--- src/rtl/multicycle_ctrl_fsm_pkg.sv ---
// Shared definitions for the multicycle CPU control FSM.
// Contents:
//   state_e  : 4-bit state encoding
//   OP_*     : opcode values (IR[31:26])
//   SRCB_*   : ALUSrcB codes
//   PCSRC_*  : PCSrc codes
//   ALUOP_*  : ALUOp codes
//   ctrl_t   : packed control word driven to the Datapath
//   retires(): true for the states whose exit to FETCH retires an instruction
package multicycle_ctrl_fsm_pkg;

  typedef enum logic [3:0] {
    ST_IDLE     = 4'd0,
    ST_FETCH    = 4'd1,
    ST_DECODE   = 4'd2,
    ST_EXEC_R   = 4'd3,
    ST_WB_R     = 4'd4,
    ST_EXEC_I   = 4'd5,
    ST_WB_I     = 4'd6,
    ST_MEM_ADDR = 4'd7,
    ST_MEM_RD   = 4'd8,
    ST_WB_M     = 4'd9,
    ST_MEM_WR   = 4'd10,
    ST_BRANCH   = 4'd11,
    ST_JUMP     = 4'd12,
    ST_ERROR    = 4'd13
  } state_e;

  localparam logic [5:0] OP_R    = 6'b000000;
  localparam logic [5:0] OP_ADDI = 6'b001000;
  localparam logic [5:0] OP_LW   = 6'b100011;
  localparam logic [5:0] OP_SW   = 6'b101011;
  localparam logic [5:0] OP_BEQ  = 6'b000100;
  localparam logic [5:0] OP_J    = 6'b000010;

  localparam logic [1:0] SRCB_REG     = 2'd0;
  localparam logic [1:0] SRCB_FOUR    = 2'd1;
  localparam logic [1:0] SRCB_IMM     = 2'd2;
  localparam logic [1:0] SRCB_IMM_SH2 = 2'd3;

  localparam logic [1:0] PCSRC_ALU    = 2'd0;
  localparam logic [1:0] PCSRC_ALUOUT = 2'd1;
  localparam logic [1:0] PCSRC_JUMP   = 2'd2;

  localparam logic [1:0] ALUOP_ADD   = 2'd0;
  localparam logic [1:0] ALUOP_SUB   = 2'd1;
  localparam logic [1:0] ALUOP_FUNCT = 2'd2;

  typedef struct packed {
    logic       select_ins;
    logic       reg_write;
    logic       reg_dst;
    logic       alu_src_a;
    logic [1:0] alu_src_b;
    logic       mem_write;
    logic       mem_to_reg;
    logic       beq;
    logic [1:0] pc_src;
    logic [1:0] alu_op;
    logic       pc_write;
    logic       ir_write;
    logic       illegal;
  } ctrl_t;

  function automatic logic retires(input state_e s);
    return (s == ST_WB_R)  || (s == ST_WB_I)   || (s == ST_WB_M) ||
           (s == ST_MEM_WR) || (s == ST_BRANCH) || (s == ST_JUMP);
  endfunction

endpackage

--- src/rtl/multicycle_ctrl_fsm_if.sv ---
// Control bus between the multicycle control FSM and the Datapath.
// Signals:
//   opcode, mem_ready         : Datapath -> controller
//   SelectIns .. ir_write     : controller -> Datapath control inputs
//   illegal                   : sticky error flag (unknown opcode / memory timeout)
//   instr_count [CNT_W]       : retired-instruction counter
//   state                     : current FSM state, for observation only
// Modports: master = controller, slave = Datapath side.
interface multicycle_ctrl_fsm_if
  import multicycle_ctrl_fsm_pkg::*;
#(
  parameter int CNT_W = 16
);

  logic [5:0]       opcode;
  logic             mem_ready;
  logic             SelectIns;
  logic             RegWrite;
  logic             RegDst;
  logic             ALUSrcA;
  logic [1:0]       ALUSrcB;
  logic             MemWrite;
  logic             MemtoReg;
  logic             BEQ;
  logic [1:0]       PCSrc;
  logic [1:0]       ALUOp;
  logic             pc_write;
  logic             ir_write;
  logic             illegal;
  logic [CNT_W-1:0] instr_count;
  state_e           state;

  modport master (
    input  opcode, mem_ready,
    output SelectIns, RegWrite, RegDst, ALUSrcA, ALUSrcB, MemWrite, MemtoReg,
           BEQ, PCSrc, ALUOp, pc_write, ir_write, illegal, instr_count, state
  );

  modport slave (
    output opcode, mem_ready,
    input  SelectIns, RegWrite, RegDst, ALUSrcA, ALUSrcB, MemWrite, MemtoReg,
           BEQ, PCSrc, ALUOp, pc_write, ir_write, illegal, instr_count, state
  );

endinterface

--- src/rtl/multicycle_ctrl_fsm_decode.sv ---
// Combinational state -> control-word decoder (Moore outputs).
// Ports:
//   i_state : current FSM state
//   o_ctrl  : control word; every field not named for a state is 0
module multicycle_ctrl_fsm_decode
  import multicycle_ctrl_fsm_pkg::*;
(
  input  state_e i_state,
  output ctrl_t  o_ctrl
);

  always_comb begin
    o_ctrl = '0;
    case (i_state)
      ST_FETCH: begin
        o_ctrl.select_ins = 1'b1;
        o_ctrl.ir_write   = 1'b1;
        o_ctrl.alu_src_a  = 1'b0;
        o_ctrl.alu_src_b  = SRCB_FOUR;
        o_ctrl.alu_op     = ALUOP_ADD;
        o_ctrl.pc_src     = PCSRC_ALU;
        o_ctrl.pc_write   = 1'b1;
      end
      ST_DECODE: begin
        // Branch target PC + (imm<<2) lands in ALUOut ahead of BRANCH
        o_ctrl.alu_src_a = 1'b0;
        o_ctrl.alu_src_b = SRCB_IMM_SH2;
        o_ctrl.alu_op    = ALUOP_ADD;
      end
      ST_EXEC_R: begin
        o_ctrl.alu_src_a = 1'b1;
        o_ctrl.alu_src_b = SRCB_REG;
        o_ctrl.alu_op    = ALUOP_FUNCT;
      end
      ST_WB_R: begin
        o_ctrl.reg_write = 1'b1;
        o_ctrl.reg_dst   = 1'b1;
      end
      ST_EXEC_I, ST_MEM_ADDR: begin
        o_ctrl.alu_src_a = 1'b1;
        o_ctrl.alu_src_b = SRCB_IMM;
        o_ctrl.alu_op    = ALUOP_ADD;
      end
      ST_WB_I: begin
        o_ctrl.reg_write = 1'b1;
      end
      ST_WB_M: begin
        o_ctrl.reg_write  = 1'b1;
        o_ctrl.mem_to_reg = 1'b1;
      end
      ST_MEM_WR: begin
        o_ctrl.mem_write = 1'b1;
      end
      ST_BRANCH: begin
        o_ctrl.alu_src_a = 1'b1;
        o_ctrl.alu_src_b = SRCB_REG;
        o_ctrl.alu_op    = ALUOP_SUB;
        o_ctrl.beq       = 1'b1;
        o_ctrl.pc_src    = PCSRC_ALUOUT;
      end
      ST_JUMP: begin
        o_ctrl.pc_write = 1'b1;
        o_ctrl.pc_src   = PCSRC_JUMP;
      end
      ST_ERROR: begin
        o_ctrl.illegal = 1'b1;
      end
      default: ;
    endcase
  end

endmodule

--- src/rtl/multicycle_ctrl_fsm.sv ---
// Moore control FSM sequencing the multicycle Datapath through
// fetch / decode / execute / memory / writeback.
// Ports:
//   clk   : system clock, rising edge
//   rst_n : asynchronous active-low reset
//   bus   : multicycle_ctrl_fsm_if.master (opcode/mem_ready in, controls out)
// Parameters:
//   CNT_W    : width of instr_count (wraps modulo 2^CNT_W)
//   WAIT_MAX : cycles of mem_ready=0 tolerated in MEM_RD/MEM_WR (1..255)
//
// state     | meaning
// ----------+------------------------------------------------------
// IDLE      | after reset, all outputs 0, one cycle
// FETCH     | IR <= imem, PC <= PC+4
// DECODE    | branch target into ALUOut, dispatch on opcode
// EXEC_R    | A funct B
// WB_R      | rd <= ALUOut
// EXEC_I    | A + sign-ext imm
// WB_I      | rt <= ALUOut
// MEM_ADDR  | effective address A + imm
// MEM_RD    | wait for read data (timeout -> ERROR)
// WB_M      | rt <= memory data
// MEM_WR    | write strobe held until accepted (timeout -> ERROR)
// BRANCH    | compare A-B, conditional PC <= ALUOut
// JUMP      | PC <= jump target
// ERROR     | illegal=1, exits only on reset
module multicycle_ctrl_fsm
  import multicycle_ctrl_fsm_pkg::*;
#(
  parameter int CNT_W    = 16,
  parameter int WAIT_MAX = 15
) (
  input  logic                  clk,
  input  logic                  rst_n,
  multicycle_ctrl_fsm_if.master bus
);

  // Last tolerated count: the WAIT_MAX-th not-ready cycle times out.
  localparam logic [7:0] WAIT_LAST = 8'(WAIT_MAX - 1);

  state_e           r_state;
  state_e           w_next;
  logic [7:0]       r_wait_cnt;
  logic [CNT_W-1:0] r_instr_count;
  logic             w_wait_last;
  ctrl_t            w_ctrl;

  assign w_wait_last = (r_wait_cnt == WAIT_LAST);

  always_ff @(posedge clk or negedge rst_n) begin
    if (!rst_n) r_state <= ST_IDLE;
    else        r_state <= w_next;
  end

  always_comb begin
    w_next = r_state;
    case (r_state)
      ST_IDLE:   w_next = ST_FETCH;
      ST_FETCH:  w_next = ST_DECODE;
      ST_DECODE: begin
        case (bus.opcode)
          OP_R:         w_next = ST_EXEC_R;
          OP_ADDI:      w_next = ST_EXEC_I;
          OP_LW, OP_SW: w_next = ST_MEM_ADDR;
          OP_BEQ:       w_next = ST_BRANCH;
          OP_J:         w_next = ST_JUMP;
          default:      w_next = ST_ERROR;
        endcase
      end
      ST_EXEC_R:   w_next = ST_WB_R;
      ST_WB_R:     w_next = ST_FETCH;
      ST_EXEC_I:   w_next = ST_WB_I;
      ST_WB_I:     w_next = ST_FETCH;
      // Only LW and SW reach MEM_ADDR; IR is stable so opcode still selects.
      ST_MEM_ADDR: w_next = (bus.opcode == OP_SW) ? ST_MEM_WR : ST_MEM_RD;
      ST_MEM_RD: begin
        // mem_ready on the last tolerated cycle still completes normally
        if (bus.mem_ready)    w_next = ST_WB_M;
        else if (w_wait_last) w_next = ST_ERROR;
      end
      ST_WB_M: w_next = ST_FETCH;
      ST_MEM_WR: begin
        if (bus.mem_ready)    w_next = ST_FETCH;
        else if (w_wait_last) w_next = ST_ERROR;
      end
      ST_BRANCH: w_next = ST_FETCH;
      ST_JUMP:   w_next = ST_FETCH;
      ST_ERROR:  w_next = ST_ERROR;
      default:   w_next = ST_ERROR;
    endcase
  end

  // Cleared while in MEM_ADDR so it is zero on entry to MEM_RD/MEM_WR.
  always_ff @(posedge clk or negedge rst_n) begin
    if (!rst_n) begin
      r_wait_cnt <= 8'd0;
    end else if (r_state == ST_MEM_ADDR) begin
      r_wait_cnt <= 8'd0;
    end else if (((r_state == ST_MEM_RD) || (r_state == ST_MEM_WR)) && !bus.mem_ready) begin
      r_wait_cnt <= r_wait_cnt + 8'd1;
    end
  end

  always_ff @(posedge clk or negedge rst_n) begin
    if (!rst_n) begin
      r_instr_count <= '0;
    end else if ((w_next == ST_FETCH) && retires(r_state)) begin
      r_instr_count <= r_instr_count + CNT_W'(1);
    end
  end

  multicycle_ctrl_fsm_decode u_decode (
    .i_state (r_state),
    .o_ctrl  (w_ctrl)
  );

  assign bus.SelectIns   = w_ctrl.select_ins;
  assign bus.RegWrite    = w_ctrl.reg_write;
  assign bus.RegDst      = w_ctrl.reg_dst;
  assign bus.ALUSrcA     = w_ctrl.alu_src_a;
  assign bus.ALUSrcB     = w_ctrl.alu_src_b;
  assign bus.MemWrite    = w_ctrl.mem_write;
  assign bus.MemtoReg    = w_ctrl.mem_to_reg;
  assign bus.BEQ         = w_ctrl.beq;
  assign bus.PCSrc       = w_ctrl.pc_src;
  assign bus.ALUOp       = w_ctrl.alu_op;
  assign bus.pc_write    = w_ctrl.pc_write;
  assign bus.ir_write    = w_ctrl.ir_write;
  assign bus.illegal     = w_ctrl.illegal;
  assign bus.instr_count = r_instr_count;
  assign bus.state       = r_state;

endmodule

--- src/flat_wrapper.sv ---
// flat-port wrapper written by rule: the top's interface ports become plain ports
module multicycle_ctrl_fsm_flat import multicycle_ctrl_fsm_pkg::*;
#(
  parameter int CNT_W    = 16,
  parameter int WAIT_MAX = 15
)
  (clk, rst_n, bus_opcode, bus_mem_ready, bus_SelectIns, bus_RegWrite, bus_RegDst, bus_ALUSrcA, bus_ALUSrcB, bus_MemWrite, bus_MemtoReg, bus_BEQ, bus_PCSrc, bus_ALUOp, bus_pc_write, bus_ir_write, bus_illegal, bus_instr_count, bus_state);
  multicycle_ctrl_fsm_if #(.CNT_W(CNT_W)) bus_i ();
  input  logic clk;
  input  logic rst_n;
  input wire logic [$bits(bus_i.opcode)-1:0] bus_opcode;
  input wire logic [$bits(bus_i.mem_ready)-1:0] bus_mem_ready;
  output wire logic [$bits(bus_i.SelectIns)-1:0] bus_SelectIns;
  output wire logic [$bits(bus_i.RegWrite)-1:0] bus_RegWrite;
  output wire logic [$bits(bus_i.RegDst)-1:0] bus_RegDst;
  output wire logic [$bits(bus_i.ALUSrcA)-1:0] bus_ALUSrcA;
  output wire logic [$bits(bus_i.ALUSrcB)-1:0] bus_ALUSrcB;
  output wire logic [$bits(bus_i.MemWrite)-1:0] bus_MemWrite;
  output wire logic [$bits(bus_i.MemtoReg)-1:0] bus_MemtoReg;
  output wire logic [$bits(bus_i.BEQ)-1:0] bus_BEQ;
  output wire logic [$bits(bus_i.PCSrc)-1:0] bus_PCSrc;
  output wire logic [$bits(bus_i.ALUOp)-1:0] bus_ALUOp;
  output wire logic [$bits(bus_i.pc_write)-1:0] bus_pc_write;
  output wire logic [$bits(bus_i.ir_write)-1:0] bus_ir_write;
  output wire logic [$bits(bus_i.illegal)-1:0] bus_illegal;
  output wire logic [$bits(bus_i.instr_count)-1:0] bus_instr_count;
  output wire logic [$bits(bus_i.state)-1:0] bus_state;
  assign bus_i.opcode = bus_opcode;
  assign bus_i.mem_ready = bus_mem_ready;
  assign bus_SelectIns = bus_i.SelectIns;
  assign bus_RegWrite = bus_i.RegWrite;
  assign bus_RegDst = bus_i.RegDst;
  assign bus_ALUSrcA = bus_i.ALUSrcA;
  assign bus_ALUSrcB = bus_i.ALUSrcB;
  assign bus_MemWrite = bus_i.MemWrite;
  assign bus_MemtoReg = bus_i.MemtoReg;
  assign bus_BEQ = bus_i.BEQ;
  assign bus_PCSrc = bus_i.PCSrc;
  assign bus_ALUOp = bus_i.ALUOp;
  assign bus_pc_write = bus_i.pc_write;
  assign bus_ir_write = bus_i.ir_write;
  assign bus_illegal = bus_i.illegal;
  assign bus_instr_count = bus_i.instr_count;
  assign bus_state = bus_i.state;
  multicycle_ctrl_fsm #(.CNT_W(CNT_W), .WAIT_MAX(WAIT_MAX)) u_core (.clk(clk), .rst_n(rst_n), .bus(bus_i));
endmodule
--- config.mk ---
export PLATFORM = sky130hd
export DESIGN_NAME = multicycle_ctrl_fsm_flat
export DESIGN_NICKNAME = d
export VERILOG_FILES = /design/src/rtl/multicycle_ctrl_fsm_pkg.sv /design/src/rtl/multicycle_ctrl_fsm_if.sv /design/src/rtl/multicycle_ctrl_fsm_decode.sv /design/src/rtl/multicycle_ctrl_fsm.sv /design/src/flat_wrapper.sv
export SDC_FILE = /design/constraint.sdc
export NUM_CORES = 1
export LEC_CHECK = 0
export ABC_AREA = 1
export BUFFER_PORTS_ARGS = -buffer_cell sky130_fd_sc_hd__buf_4
export CAP_MARGIN = 10
export CORE_UTILIZATION = 45
export DETAILED_ROUTE_END_ITERATION = 16
export PLACE_DENSITY_LB_ADDON = 0.3
export SYNTH_ARGS = -nofsm -noshare
export SYNTH_HDL_FRONTEND = slang
export SYNTH_SLANG_ARGS = --single-unit
--- constraint.sdc ---
create_clock -name clk -period 4 [get_ports clk]
set_clock_uncertainty 0.15 [all_clocks]
set_input_delay 0.8 -clock clk [delete_from_list [all_inputs] [get_ports clk]]
set_output_delay 0.8 -clock clk [all_outputs]
set_load 0.01 [all_outputs]
==> results of run 1 <==
metrics by stage:
stage / hold WS [ns] / area (µm²) / power (µW) / instances / worst slack, ns
floorplan: 0.327 / 1990 / 293 / 284 / 1.92
global placement: 0.358 / 2320 / 306 / 372 / 1.70
detailed placement: 0.385 / 2320 / 307 / 372 / 1.63
CTS: 0.277 / 2390 / 535 / 376 / 1.56
global route: 0.285 / 2390 / 550 / 376 / 1.41
finish: 0.268 / 2390 / 527 / 376 / 1.55
worst max-delay path: stages, from the launching register on:
cell     delay [ns]
dfrtp_1        0.49
inv_2          0.16
nand2_2        0.08
nor2_2         0.20
inv_2          0.08
o21ai_0        0.07
buf_4          0.14
synthesized netlist by cell type:
| master | instances | area (µm²) |
|---|---|---|
| xor2_1 | 6 | 52.6 |
| inv_1 | 28 | 105 |
| nand2_1 | 75 | 282 |
| a31oi_1 | 1 | 6.26 |
| nor2_8 | 2 | 40.0 |
| buf_6 | 1 | 11.3 |
| nand3_2 | 1 | 10.0 |
| o21ai_2 | 1 | 8.76 |
| buf_4 | 4 | 30.0 |
| nor4_1 | 1 | 6.26 |
| a21oi_2 | 1 | 8.76 |
| nand4_1 | 3 | 18.8 |
| clkinv_1 | 1 | 3.75 |
| nand3_1 | 33 | 165 |
| dfrtp_1 | 28 | 701 |
| buf_12 | 1 | 20.0 |
| o22ai_1 | 2 | 12.5 |
| nand2_8 | 1 | 20.0 |
| a21oi_1 | 6 | 30.0 |
| nor2_2 | 5 | 31.3 |
| inv_2 | 7 | 26.3 |
| ha_1 | 3 | 37.5 |
| nand2_2 | 13 | 81.3 |
| o41ai_1 | 1 | 8.76 |
| xnor2_1 | 4 | 35.0 |
| nand3_4 | 1 | 17.5 |
| nor3_1 | 5 | 25.0 |
| o21ai_0 | 10 | 50.1 |
| nor2_1 | 39 | 146 |
power by group through the flow:
stage / sequential, µW / clock [µW] / combinational [µW]
after floorplan: 289 / 0 / 4.04
after global placement: 288 / 0 / 18.0
after detailed placement: 288 / 0 / 18.2
after CTS: 283 / 234 / 18.3
after global routing: 283 / 246 / 20.9
final: 283 / 227 / 17.9
placed cells by master (no fill, tap or decap), drive strengths merged:
cell,Yosys,final
buf,6,44
nand3,35,35
a31oi,1,1
nand2,89,89
nor3,5,5
o21ai,11,11
o41ai,1,1
clkbuf,0,3
a21oi,7,7
dfrtp,28,28
nor4,1,1
xnor2,4,4
clkinv,1,1
o22ai,2,2
nor2,46,46
xor2,6,6
nand4,3,3
inv,35,35
ha,3,3
bufinv,0,1
cell type report:
class	count	area, µm²
fill	401	1720
clock buffer	3	41.3
clock inverter	1	30.0
inverter	36	135
multi-input combinational	214	1090
tap	50	62.6
sequential	28	701
timing repair buffer	44	330
final timing paths:
| check | to | cells after the start | from | slack (ns) |
|---|---|---|---|---|
| setup / recovery | bus_ALUSrcB[1] | 6 | u_core.bus.state[0] | 1.55 |
| hold / removal | u_core.r_wait_cnt[2] | 1 | rst_n | 0.27 |
| setup reg to reg | u_core.bus.instr_count[10] | 10 | u_core.bus.state[2] | 2.06 |
| hold reg to reg | u_core.r_wait_cnt[2] | 1 | u_core.r_wait_cnt[2] | 0.40 |
| max in group asynchronous | u_core.bus.instr_count[14] | 1 | rst_n | 3.16 |
| min in group clk | u_core.r_wait_cnt[2] | 1 | u_core.r_wait_cnt[2] | 0.40 |
flip-flops by register name, indices dropped and copies added, names as in the netlist:
register	count
u_core.bus.state	4
u_core.bus.instr_count	16
u_core.r_wait_cnt	8
logic make-up after synthesis:
family          synth area share, %
fa+ha+maj                      1.89
buf+inv                        9.87
simple gates                   42.4
flops                          35.2
compound gates                 6.29
xor+xnor                       4.40
layer usage:
metal  global-route usage, %  wire, µm
met5                       0         0
met4                    8.07        71
met3                    5.10       259
met2                    36.2      2080
met1                    25.4      1980
==> results.tsv, run 1 <==
metric	value	unit
cp_data_arrival_time	1.50	ns
antenna_cells	0	
die_x	68.5	µm
synth_seq_cells	28	
cts_setup_buffers	0	
cp.required	3.05	ns
crit_path_end_kind	primary output	
start_util	48.4	%
grt_pass1_wl	7.40	mm
drv_cap	0	
combPwrFrac	3.4	%
worstMarginPinSlew	0.386	ns
viasPerCell	5.03	
post-route-period-util	61.1	%
hold_buffers	0	
gp_congestion	0.862	
ys_warn_count	0	
pwr-share-seq	53.6	%
hold_path_class	in2async	
pwr-share-clk	43.0	%
grt_max_degree	29	
fmax	409	MHz
cts_made_buffers	3	
die_height	68.5	µm
drt_iter0_markers	101	
path_max_fanout	7	
cts_max_level	1	
syn-mean-instance-area	7.01	µm²
netlist_instances	284	
grt_pass1_vias	1696	
synth_seq_area_share	35.2	%
routedWlPerCell	11.7	µm
status	finished clean	
cts_buffer_depth	2	
drt-total-wl	4.38	mm
rsz0062_at_grt	no	
root_buffer	clkbuf_8	
num-nets-final	339	
design.portCount	45	
syn_to_final_growth	20.2	%
period_minus_slack	2.45	ns
relSlewSlack	74.1	%
cts_tree	yes	
antenna_found_initial	0	
final_util	58.2	%
grt_use_total	21.1	%
cp-start-kind	register	
numPortBuffers	44	
worst_skew_pair.late_latency	0.28	ns
hold_violations	0	
setup_viol	0	
grt_overflow	0	
ir_drop	0.000137	V
syn_area	0.00199	mm²
tns	0	ns
path_clk_slew	0.10	ns
fp.coreArea	0.00412	mm²
netSwitchingPower	104	µW
vias	1891	
slew_violations	0	
power_density	220	mW/mm²
dr.pass1.iters	4	
clock_sinks	28	
drc_errors	0	
ys_types	29	
ant_nets	0	
fp-row-count	23	
p_sw_share	19.7	%
p_leak	0.00125	µW
internal-power	424	µW
drive_gt1_share	24.5	%
syn_nets	296	
criticalPathCategory	reg2out	
place_hpwl	3.35	mm
die-area	0.00469	mm²
cts_resized	0	
Note: power is estimated with default switching activity, not from simulation.
==> run 2: changes to the inputs <==
==> constraint.sdc (replaced) <==
create_clock -name clk -period 2.35 [get_ports clk]
set_clock_uncertainty 0.15 [all_clocks]
set_input_delay 0.47 -clock clk [delete_from_list [all_inputs] [get_ports clk]]
set_output_delay 0.47 -clock clk [all_outputs]
set_load 0.01 [all_outputs]
==> run 2 against run 1 <==
  * Total power increased by 69%
  * Register-to-register slack worse by 1.7 ns
  * Count of clock-buffer cells in the layout did not move
  * Clock power increased by 66%
  * Sequential share of layout area down 0.12 points
  * Highest routed layer unchanged
  * Utilization grew 0.24 points
  * Die area unchanged
==> results.tsv, run 2 (synthesis results as in run 1) <==
metric	value	unit
root_buffer	clkbuf_8	
antenna_found_initial	0	
die-area	0.00469	mm²
fp-row-count	23	
syn_to_final_growth	20.7	%
final_common_cell	nand2_1	
fp.coreArea	0.00412	mm²
cts_buffer_depth	2	
cp_data_arrival_time	1.49	ns
setup_viol	0	
cp.required	1.73	ns
hold_path_class	in2reg	
die_height	68.5	µm
drt_iter0_markers	109	
postPlaceCellArea	0.00232	mm²
cts_made_buffers	3	
num-nets-final	340	
ir_drop	0.000272	V
hold_violations	0	
grt_overflow	0	
design.portCount	45	
worstMarginPinSlew	0.411	ns
ant_nets	0	
antenna_cells	0	
gp_congestion	0.862	
place_ws	0.318	ns
worst_skew_pair.late_latency	0.27	ns
cp-start-kind	register	
criticalPathCategory	reg2out	
largest_reg_flops	16	
slew_violations	0	
place_hpwl	3.34	mm
timing.hold.ws	0.307	ns
cts_max_level	1	
cts_resized	0	
die_x	68.5	µm
crit_path_end_kind	primary output	
layout_common_cells	nand2_1 (75), buf_4 (44), nor2_1 (39), nand3_1 (33)	
path_clk_slew	0.10	ns
numPortBuffers	44	
status	finished clean	
final_util	58.4	%
grt_use_total	20.5	%
power_density	371	mW/mm²
drt-total-wl	4.36	mm
period_minus_slack	2.11	ns
drv_cap	0	
grt_pass1_wl	7.25	mm
fin_ws	0.236	ns
drive_gt1_share	24.5	%
fmax	473	MHz
relSlewSlack	72.4	%
dr.pass1.iters	4	
post-route-period-util	89.9	%
routedWlPerCell	11.6	µm
grt_max_degree	29	
cts_tree	yes	
viasPerCell	5.03	
vias	1898	
grt_pass1_vias	1677	
clock_sinks	28	
tns	0	ns
drc_errors	0	
p_leak	0.00126	µW
final_cell_area	0.00240	mm²
start_util	48.4	%
path_max_fanout	7	
rsz0062_at_grt	no	
-- run 2: cell types whose count changed in the layout (fill, tap and decap cells not counted), sizes merged --
cell / before / now
dlygate4sd3: 0 / 1
-- run 2: layout make-up --
| cell class | instances | area, µm² |
|---|---|---|
| Clock inverter | 1 | 30.0 |
| Multi-Input combinational cell | 214 | 1090 |
| Inverter | 36 | 135 |
| Clock buffer | 3 | 41.3 |
| Sequential cell | 28 | 701 |
| Timing Repair Buffer | 45 | 340 |
| Fill cell | 375 | 1710 |
| Tap cell | 50 | 62.6 |
-- run 2: final timing paths --
kind | from | to | slack, ns | depth (start not counted)
worst min register to register | u_core.r_wait_cnt[2] | u_core.r_wait_cnt[2] | 0.40 | 1
worst max register to register | u_core.bus.state[2] | u_core.bus.instr_count[10] | 0.40 | 10
worst max-delay path | u_core.bus.state[0] | bus_ALUSrcB[1] | 0.24 | 6
min in group asynchronous | rst_n | u_core.r_wait_cnt[2] | 0.49 | 2
max in group asynchronous | rst_n | u_core.bus.instr_count[13] | 1.28 | 2
worst min-delay path | bus_opcode[3] | u_core.bus.state[0] | 0.31 | 3
-- run 2: power by group --
| part | total [µW] | switching [µW] | leakage [µW] | internal (µW) |
|---|---|---|---|---|
| sequential | 481 | 0 | 0.000376 | 481 |
| combinational | 31.8 | 19.5 | 0.000845 | 12.3 |
| clock | 377 | 149 | 0.0000357 | 228 |
| total | 891 | 169 | 0.00126 | 722 |
-- run 2: worst max-delay path, cell delays in order, from the launching register on --
cell and delay (ns):
dfrtp_1 0.48, inv_2 0.16, nand2_2 0.08, nor2_2 0.20, inv_2 0.09, o21ai_0 0.07
buf_4 0.14
-- run 2: through the flow --
stage          total power, µW  std cells
2_1_floorplan              498        284
3_3_place_gp               522        372
3_5_place_dp               522        372
4_1_cts                    908        377
5_1_grt                    929        377
6_report                   891        377
-- run 2: layer usage --
layer  up-vias  GRT usage, %  wire (µm)
li1        978             -          -
met4         0          5.21         42
met2        50          36.2       2080
met5         -             0          0
met3         4          4.28        228
met1       866          25.1       2010
-- run 2: what timing repair did --
action / CTS / global route
buffers inserted: 0 / 0
hold buffers: 1 / 0
endpoints found under the hold margin: 28 / 0
==> run 3: changes to the inputs <==
--- a/config.mk
+++ b/config.mk
@@ -8,7 +8,7 @@
 export ABC_AREA = 1
 export BUFFER_PORTS_ARGS = -buffer_cell sky130_fd_sc_hd__buf_4
 export CAP_MARGIN = 10
-export CORE_UTILIZATION = 45
+export CORE_UTILIZATION = 51
 export DETAILED_ROUTE_END_ITERATION = 16
 export PLACE_DENSITY_LB_ADDON = 0.3
 export SYNTH_ARGS = -nofsm -noshare
==> run 3 against run 2 <==
  * Non-clock buffer count stayed put
  * Clock power increased by 2%
  * Sequential share of layout area about the same
  * Critical endpoint unchanged
  * Combinational power decreased by 2%
  * Wire length rose by 1.1%
  * Die area down 11%
==> results.tsv, run 3 (synthesis results as in run 1) <==
metric	value	unit
startpoint	u_core.bus.state[0]	
path_cells	inv_2, nand2_2, nor2_2, inv_2, o21ai_0, buf_4	
antenna_found_initial	0	
pwr-share-seq	53.6	%
slew_violations	0	
netSwitchingPower	176	µW
antenna_cells	0	
die_height	64.5	µm
ff_latch_area	701	µm²
drive_gt1_share	24.5	%
grt_pass1_vias	1764	
period_minus_slack	2.16	ns
cp_data_arrival_time	1.54	ns
fp-row-count	22	
root_buffer	clkbuf_8	
drv_cap	0	
rrSetupSlack	0.36	ns
hold_path_class	in2reg	
worst_skew_pair.late_latency	0.28	ns
r2r_start	u_core.r_wait_cnt[0]	
relSlewSlack	67.8	%
grt_max_degree	29	
ant_nets	0	
cts_setup_buffers	0	
viasPerCell	5.14	
rsz0062_at_grt	no	
cts_buffer_depth	2	
drt-total-wl	4.41	mm
syn_to_final_growth	20.6	%
die_x	64.5	µm
internal-power	722	µW
p_sw_share	19.6	%
drt_iter0_markers	112	
num-nets-final	340	
grt_use_total	23.1	%
grt_overflow	0	
cts_max_level	1	
fp.coreArea	0.00369	mm²
start_util	54.0	%
drc_errors	0	
pwr-share-clk	42.9	%
path_clk_slew	0.10	ns
r2r_cells	11	
design.portCount	45	
final_common_cell	nand2_1	
place_hpwl	3.24	mm
power	898	µW
ir_drop	0.000473	V
largest_reg_flops	16	
crit_path_end_kind	primary output	
setup_viol	0	
layout.filler_cells	348	
grt_pass1_wl	7.58	mm
post-route-period-util	91.8	%
power_density	374	mW/mm²
clock_sinks	28	
criticalPathCategory	reg2out	
cp.required	1.73	ns
path_max_fanout	7	
r2r_end	u_core.bus.instr_count[13]	
worstMarginPinSlew	0.479	ns
max_stage_delay	0.49	ns
die-area	0.00416	mm²
crit_end	bus_ALUSrcB[1]	
p_leak	0.00126	µW
combPwrFrac	3.5	%
cp-start-kind	register	
hold_violations	0	
cts_made_buffers	3	
routedWlPerCell	11.8	µm
status	finished clean	
fmax	463	MHz
final_util	65.1	%
tns	0	ns
slowest_stage	dfrtp_1	
cts_tree	yes	
vias	1929	
dr.pass1.iters	4	
multi_input_area	0.00109	mm²
critical_path.most_common_cell	inv_2	
gp_congestion	0.873	
numPortBuffers	44	
layout_common_cells	nand2_1 (75), buf_4 (44), nor2_1 (39), nand3_1 (33)	
[run 3: area by class of cell]
| type | count | share of cell area, % |
|---|---|---|
| flip-flops and latches | 28 | 29.2 |
| multi-input cells | 214 | 45.5 |
| repair buffers | 45 | 14.2 |
| clock buffers | 3 | 1.72 |
| well taps | 48 | 2.50 |
| clock inverters | 1 | 1.25 |
| inverters | 36 | 5.63 |
[run 3: worst max-delay path, delay by kind of cell (launching register included)]
| family | cells | cell delay, ns |
|---|---|---|
| AND/OR/NAND/NOR | 2 | 0.29 |
| flip-flops | 1 | 0.49 |
| AO/OA/AOI/OAI | 1 | 0.09 |
| buffers and inverters | 3 | 0.38 |
[run 3: how the worst min path moves through the flow]
stage	slack [ns]	to	start	cells past startpoint
after floorplan	0.02	u_core.bus.instr_count[0]	rst_n	0
after global placement	0.26	u_core.r_wait_cnt[7]	rst_n	1
after detailed placement	0.26	u_core.r_wait_cnt[7]	rst_n	1
after CTS	0.29	u_core.bus.state[0]	bus_opcode[3]	3
after global routing	0.28	u_core.bus.state[0]	bus_opcode[3]	3
final	0.29	u_core.bus.state[0]	bus_opcode[3]	3
[run 3: metal layers]
metal / wire length (µm) / part of all wire [%] / GRT usage [%]
met5: 0 / 0 / 0
met4: 83 / 1.9 / 7.78
met3: 209 / 4.7 / 4.58
met2: 2230 / 50 / 40.3
met1: 1890 / 43 / 28.2
[run 3: power by group through the flow]
stage               clock network (µW)  registers, µW  logic (µW)
floorplan                            0            491        6.88
global placement                     0            491        30.2
detailed placement                   0            491        30.7
CTS                                392            481        32.1
global route                       416            482        35.7
finish                             385            481        31.2
[run 3: repair_timing]
action	4_1_cts	5_1_grt
hold endpoints to repair	28	0
hold buffers	1	0
gates resized for setup	0	0
[run 3: through the flow]
step / instances / setup WS (ns) / area, µm² / hold WS [ns]
2_1_floorplan: 284 / 0.595 / 1990 / 0.0244
3_3_place_gp: 370 / 0.387 / 2320 / 0.259
3_5_place_dp: 370 / 0.328 / 2320 / 0.263
4_1_cts: 375 / 0.186 / 2400 / 0.291
5_1_grt: 375 / 0.103 / 2400 / 0.277
6_report: 375 / 0.192 / 2400 / 0.287
